File: src/rtl/cpu_pkg.sv
// Shared CPU constants: ALU control codes, datapath widths, sequencer state encoding.
package cpu_pkg;

  localparam int CPU_ADDR_W = 32;
  localparam int CPU_BR_W   = 24;
  localparam int CTL_W      = 11;

  localparam logic [CTL_W-1:0] BRANCH      = 11'd31;
  localparam logic [CTL_W-1:0] BRANCH_LINK = 11'd32;

  typedef enum logic [2:0] {
    ST_BOOT,
    ST_FETCH,
    ST_ISSUE,
    ST_LINK,
    ST_HALT
  } seq_state_t;

  function automatic logic is_branch(input logic [CTL_W-1:0] ctl);
    return (ctl == BRANCH) || (ctl == BRANCH_LINK);
  endfunction

endpackage

File: src/rtl/pc_next_calc.sv
// Next-PC and return-address arithmetic for the sequencer.
// Latency: purely combinational. Backpressure: none.
// Branch offsets are zero-extended word offsets; all sums wrap modulo 2^ADDR_W.
module pc_next_calc
  import cpu_pkg::*;
#(
  parameter int ADDR_W = CPU_ADDR_W,
  parameter int BR_W   = CPU_BR_W
) (
  input  logic [ADDR_W-1:0] pc,
  input  logic [CTL_W-1:0]  alu_ctl,
  input  logic [BR_W-1:0]   br_offset,
  output logic [ADDR_W-1:0] next_pc,
  output logic [ADDR_W-1:0] link_value
);

  logic [ADDR_W-1:0] off_ext;

  assign off_ext    = ADDR_W'(br_offset);
  assign link_value = pc + ADDR_W'(1);
  assign next_pc    = is_branch(alu_ctl) ? (pc + off_ext) : link_value;

endmodule

File: src/rtl/pc_sequencer.sv
// Fetch/issue sequencer owning the architectural PC, link writeback and retired count.
// Latency: 2 cycles per instruction (FETCH, ISSUE), 3 for branch-with-link.
// Backpressure: imem_req/link_we held until acked; ISSUE waits for ctl_valid & !stall.
module pc_sequencer
  import cpu_pkg::*;
#(
  parameter int                ADDR_W   = CPU_ADDR_W,
  parameter int                BR_W     = CPU_BR_W,
  parameter logic [ADDR_W-1:0] RESET_PC = '0
) (
  input  logic              clk,
  input  logic              rst_n,
  output logic              imem_req,
  output logic [ADDR_W-1:0] imem_addr,
  input  logic              imem_ack,
  input  logic [31:0]       imem_rdata,
  output logic              dec_valid,
  output logic [31:0]       instr_out,
  input  logic              ctl_valid,
  input  logic [CTL_W-1:0]  alu_ctl,
  input  logic [BR_W-1:0]   br_offset,
  input  logic              stall,
  output logic              link_we,
  output logic [ADDR_W-1:0] link_data,
  input  logic              link_ack,
  input  logic              halt_req,
  output logic              halted,
  output logic [ADDR_W-1:0] pc,
  output logic [31:0]       retired
);

  seq_state_t        state;
  seq_state_t        state_nxt;
  logic              instr_ld;
  logic              advance;
  logic [ADDR_W-1:0] next_pc;
  logic [ADDR_W-1:0] link_value;

  pc_next_calc #(
    .ADDR_W(ADDR_W),
    .BR_W  (BR_W)
  ) u_next (
    .pc        (pc),
    .alu_ctl   (alu_ctl),
    .br_offset (br_offset),
    .next_pc   (next_pc),
    .link_value(link_value)
  );

  // Handshake outputs are pure state decodes, so reset drops them immediately.
  assign imem_req  = (state == ST_FETCH);
  assign dec_valid = (state == ST_ISSUE);
  assign link_we   = (state == ST_LINK);
  assign halted    = (state == ST_HALT);
  assign imem_addr = pc;

  always_comb begin
    state_nxt = state;
    instr_ld  = 1'b0;
    advance   = 1'b0;
    case (state)
      ST_BOOT: state_nxt = ST_FETCH;
      ST_FETCH: begin
        if (imem_ack) begin
          instr_ld  = 1'b1;
          state_nxt = ST_ISSUE;
        end
      end
      ST_ISSUE: begin
        if (ctl_valid && !stall) begin
          advance = 1'b1;
          if (alu_ctl == BRANCH_LINK) state_nxt = ST_LINK;
          else if (halt_req)          state_nxt = ST_HALT;
          else                        state_nxt = ST_FETCH;
        end
      end
      ST_LINK: begin
        if (link_ack) state_nxt = halt_req ? ST_HALT : ST_FETCH;
      end
      ST_HALT: state_nxt = ST_HALT;
      default: state_nxt = ST_BOOT;
    endcase
  end

  always_ff @(posedge clk or negedge rst_n) begin
    if (!rst_n) begin
      state     <= ST_BOOT;
      pc        <= RESET_PC;
      instr_out <= '0;
      link_data <= '0;
      retired   <= '0;
    end else begin
      state <= state_nxt;
      if (instr_ld) instr_out <= imem_rdata;
      if (advance) begin
        pc      <= next_pc;
        retired <= retired + 32'd1;
        if (alu_ctl == BRANCH_LINK) link_data <= link_value;
      end
    end
  end

endmodule

File: config.mk
export PLATFORM = sky130hd
export DESIGN_NAME = pc_sequencer
export DESIGN_NICKNAME = d
export VERILOG_FILES = /design/src/rtl/cpu_pkg.sv /design/src/rtl/pc_next_calc.sv /design/src/rtl/pc_sequencer.sv
export SDC_FILE = /design/constraint.sdc
export NUM_CORES = 1
export LEC_CHECK = 0
export ABC_AREA = 1
export CAP_MARGIN = 20
export CORE_MARGIN = 2
export CORE_UTILIZATION = 45
export CTS_CLUSTER_DIAMETER = 120
export DETAILED_ROUTE_END_ITERATION = 8
export PLACE_DENSITY_LB_ADDON = 0.12
export SYNTH_ARGS = -nofsm -noshare
export SYNTH_HDL_FRONTEND = slang
export SYNTH_SLANG_ARGS = --single-unit
export TNS_END_PERCENT = 10
File: constraint.sdc
create_clock -name clk -period 1.95 [get_ports clk]
set_input_delay 0.39 -clock clk [delete_from_list [all_inputs] [get_ports clk]]
set_output_delay 0.39 -clock clk [all_outputs]
set_load 0.02 [all_outputs]
==> summary.txt <==
Logic synthesis
  – Synth Cell Area: 0.00915 mm²
  – Post-synth net total: 1,389
  – Yosys warns: 0
  – Post-Synth Simple-Gate Area: 0.341
  – Asr flop ratio synth: 1.00
  – Yosys top cell by area: dfrtp_1
  – Top FF cell, synth: dfrtp_1
  – Yosys top cell area share: 0.358
  – Seq/Total Area, Yosys: 0.358
  – Largest family of logic cells by synthesized area: simple AND/OR/NAND/NOR gates
  – Synth Instances: 1,288
  – XOR/XNOR Fraction of Synth Area: 0.0498
  – Largest cells by area after synthesis: dfrtp_1, nand2_1, inv_1, nor2_1, nand3_1
  – Library cells used by synthesis: 45
  – Compound-Gate Fraction of Synth Area: 0.0607
  – Post-synthesis mux area share: 0.0394
  – Mapped Avg Cell Area: 7.10 µm²
  – FF+latch count, synth: 131
  – Number of flops mapped to enable cells by yosys: 0
  – Post-Synth Adder-Cell Area: 0.0378

Placement
  – GP Congestion: 0.949
  – Port Buffers: 237
  – DP HPWL: 23.6 mm
  – Placed cell area: 0.0126 mm²

Final layout
  – Nets: 1,732
  – Fillers: 1,750
  – Area added between synthesis and finish: 50.5%
  – Final Core Density: 0.685
  – Commonest non-fill, non-tap cell in the layout: nand2_1
  – Design Area, Final: 0.0138 mm²
  – Flip-flop and latch area: 0.00329 mm²
  – Most frequent cells in the layout: nand2_1, inv_1, clkdlybuf4s50_1
  – Diodes inserted: 0
  – Share of cells above drive strength 1: 0.219
  – Area occupied by multi-input gates: 0.00535 mm²

Power
  – Worst vdd ir: 0.958 mV
  – Lkg Pwr: 0.00704 µW
  – Pwr Density: 1340 mW/mm²
  – Tot Pwr: 18,400 µW

Worst setup path
  – Worst setup SP type: input pin
  – Crit Path Max Fanout: 4
  – Setup Crit Path Kind: input pin to flip-flop
  – FF-to-FF Start: imem_addr[0]
  – FF-to-FF setup slack: -30 ps
  – R2R depth: 11
  – Reg-to-Reg End: imem_addr[28]
  – Arr. time, crit path: 2340 ps
  – CP Capture Type: flip-flop
  – CP Data Required Time: 2300 ps

Floorplan
  – IO Pins: 238
  – Die Height: 147 µm
  – Row count: 52
  – Die X: 147 µm
  – Die area: 0.0215 mm²
  – Initial core utilization: 0.455
  – Placeable core area: 0.0201 mm²

STA
  – Slew headroom: 0.717
  – Worst hold slack: 443 ps
  – Final Hold Fails: 0
  – Final setup violation count: 2
  – Actual slew at the worst max-slew pin: 425 ps
  – Slew Limit Fails: 0
  – F_max: 0.502 GHz
  – Final worst-path cycle share: 1.02
  – Setup TNS: -60.6 ps
  – RSZ-0062 raised after global routing: true
  – Fin crit period: 1990 ps
  – Final worst slack: -41.5 ps
  – Clock Skew: 11.2 ps

Global routing
  – Initial antenna violation count: 0
  – Vias in the first global route: 9,168
  – Tot GR Track Use: 0.281
  – GRT overflow: 0
  – Pin count of the biggest net entering global routing: 47
  – First-pass GRT wire length: 47.6 mm

CTS
  – CTS tree: yes
  – Clock latency on the worst-skew pair: 430 ps
  – Clock root buffer: clkbuf_16
  – Clock transition at path regs: 70 ps
  – H-tree depth: 4
  – CTS sink count: 131
  – CTS buffer count: 17
  – Longest Clk Path Bufs: 2

Run
  – Max-cap check violation count: 0

Route
  – Iter 0 DRT Violations: 604
  – DRT Wirelength: 30.4 mm
  – Detail Route Antenna Nets: 0
  – WL/cell: 15.9 µm
  – First-pass iteration count of the detailed router: 5
  – Vias per cell: 4.98
  – DRC errors left: 0
  – Vias after detailed routing: 9,523

Worst hold path
  – Hold Path Class: input pin to async pin

Status
  – Status: finished, violations left
  – Failing checks: negative setup slack
[per-stage QoR]
step | setup WS (ps) | cells
floorplan | 6.12 | 1288
global placement | -457 | 1876
detailed placement | -492 | 1876
CTS | -66.0 | 1909
global route | -110 | 1914
finish | -41.5 | 1914
[timing repair]
item | in CTS | in global routing
endpoints found under the setup margin | 65 | 58
hold buffers | 1 | 0
cloned | 0 | 0
pin swaps | 0 | 16
endpoints found under the hold margin | 42 | 0
resized for setup | 59 | 120
buffers inserted | 0 | 5
[power by group]
group | switching, µW | leakage [µW] | internal [µW]
combinational | 6150 | 0.00511 | 4900
clock | 1460 | 0.000275 | 1690
sequential | 744 | 0.00165 | 3480
total | 8360 | 0.00704 | 10100
[logic make-up after synthesis]
| logic type | Yosys count |
|---|---|
| AO/OA/AOI/OAI | 104 |
| XOR/XNOR | 52 |
| adder cells (fa/ha/maj) | 27 |
| buffers and inverters | 233 |
| flip-flops | 131 |
| multiplexers | 32 |
| AND/OR/NAND/NOR | 709 |
[synthesized netlist by cell type, types with 2 or more instances]
cell	instances
a21oi_2	2
nor4_1	2
a21oi_1	57
xor2_1	37
nand2_4	3
o211ai_1	3
nand2_1	443
inv_2	10
buf_4	35
clkbuf_1	6
nand3_1	73
nand3_4	2
xnor2_1	15
nand3b_1	8
nor2_2	6
nor2_1	103
nor3_1	29
buf_2	13
nor2_4	6
nand4_1	10
nand2_2	3
nor3_2	9
nor2_8	2
a21o_1	2
dfrtp_1	131
mux2_2	32
nand3_2	2
ha_1	26
o21ai_0	26
o21ai_1	9
or2_2	4
inv_1	166
[worst max-delay path by stage]
stage / startpoint / end / slack (ps) / cells after the start
finish: br_offset[0] / imem_addr[28] / -40 / 12
global route: imem_addr[9] / imem_addr[21] / -110 / 12
floorplan: imem_addr[0] / imem_addr[16] / 6 / 11
CTS: imem_addr[7] / imem_addr[21] / -70 / 12
detailed placement: br_offset[0] / imem_addr[16] / -490 / 12
global placement: br_offset[16] / imem_addr[27] / -460 / 10
[layout make-up]
class | count | share of cell area
Clock inverter | 15 | 0.0101
Timing Repair Buffer | 380 | 0.258
Inverter | 177 | 0.0483
Tap cell | 270 | 0.0245
Multi-Input combinational cell | 924 | 0.389
Sequential cell | 131 | 0.239
Clock buffer | 17 | 0.0309
[state kept, by name (all words and copies together), names as in the netlist]
register / flops
state: 3
link_data: 32
retired: 32
instr_out: 32
imem_addr: 32
[critical path, cell delays in order]
cell and delay, ps:
clkdlybuf4s50_1 450, ha_4 190, fa_2 390, nand3_2 110, nand3_4 80, nand3_2 60, nand3b_1 180, nand2_1 160
nand2_1 60, nand2_1 60, nand3_1 70, a21oi_1 140
[routing by layer]
layer  global-route usage  up-vias  wire length, µm
met5                    0        -                0
met2                0.461      347            14400
met4               0.0680        0              492
met1                0.386     4433            13500
met3               0.0506       33             2000
li1                     -     4710                -
Note: power is estimated with default switching activity, not from simulation.
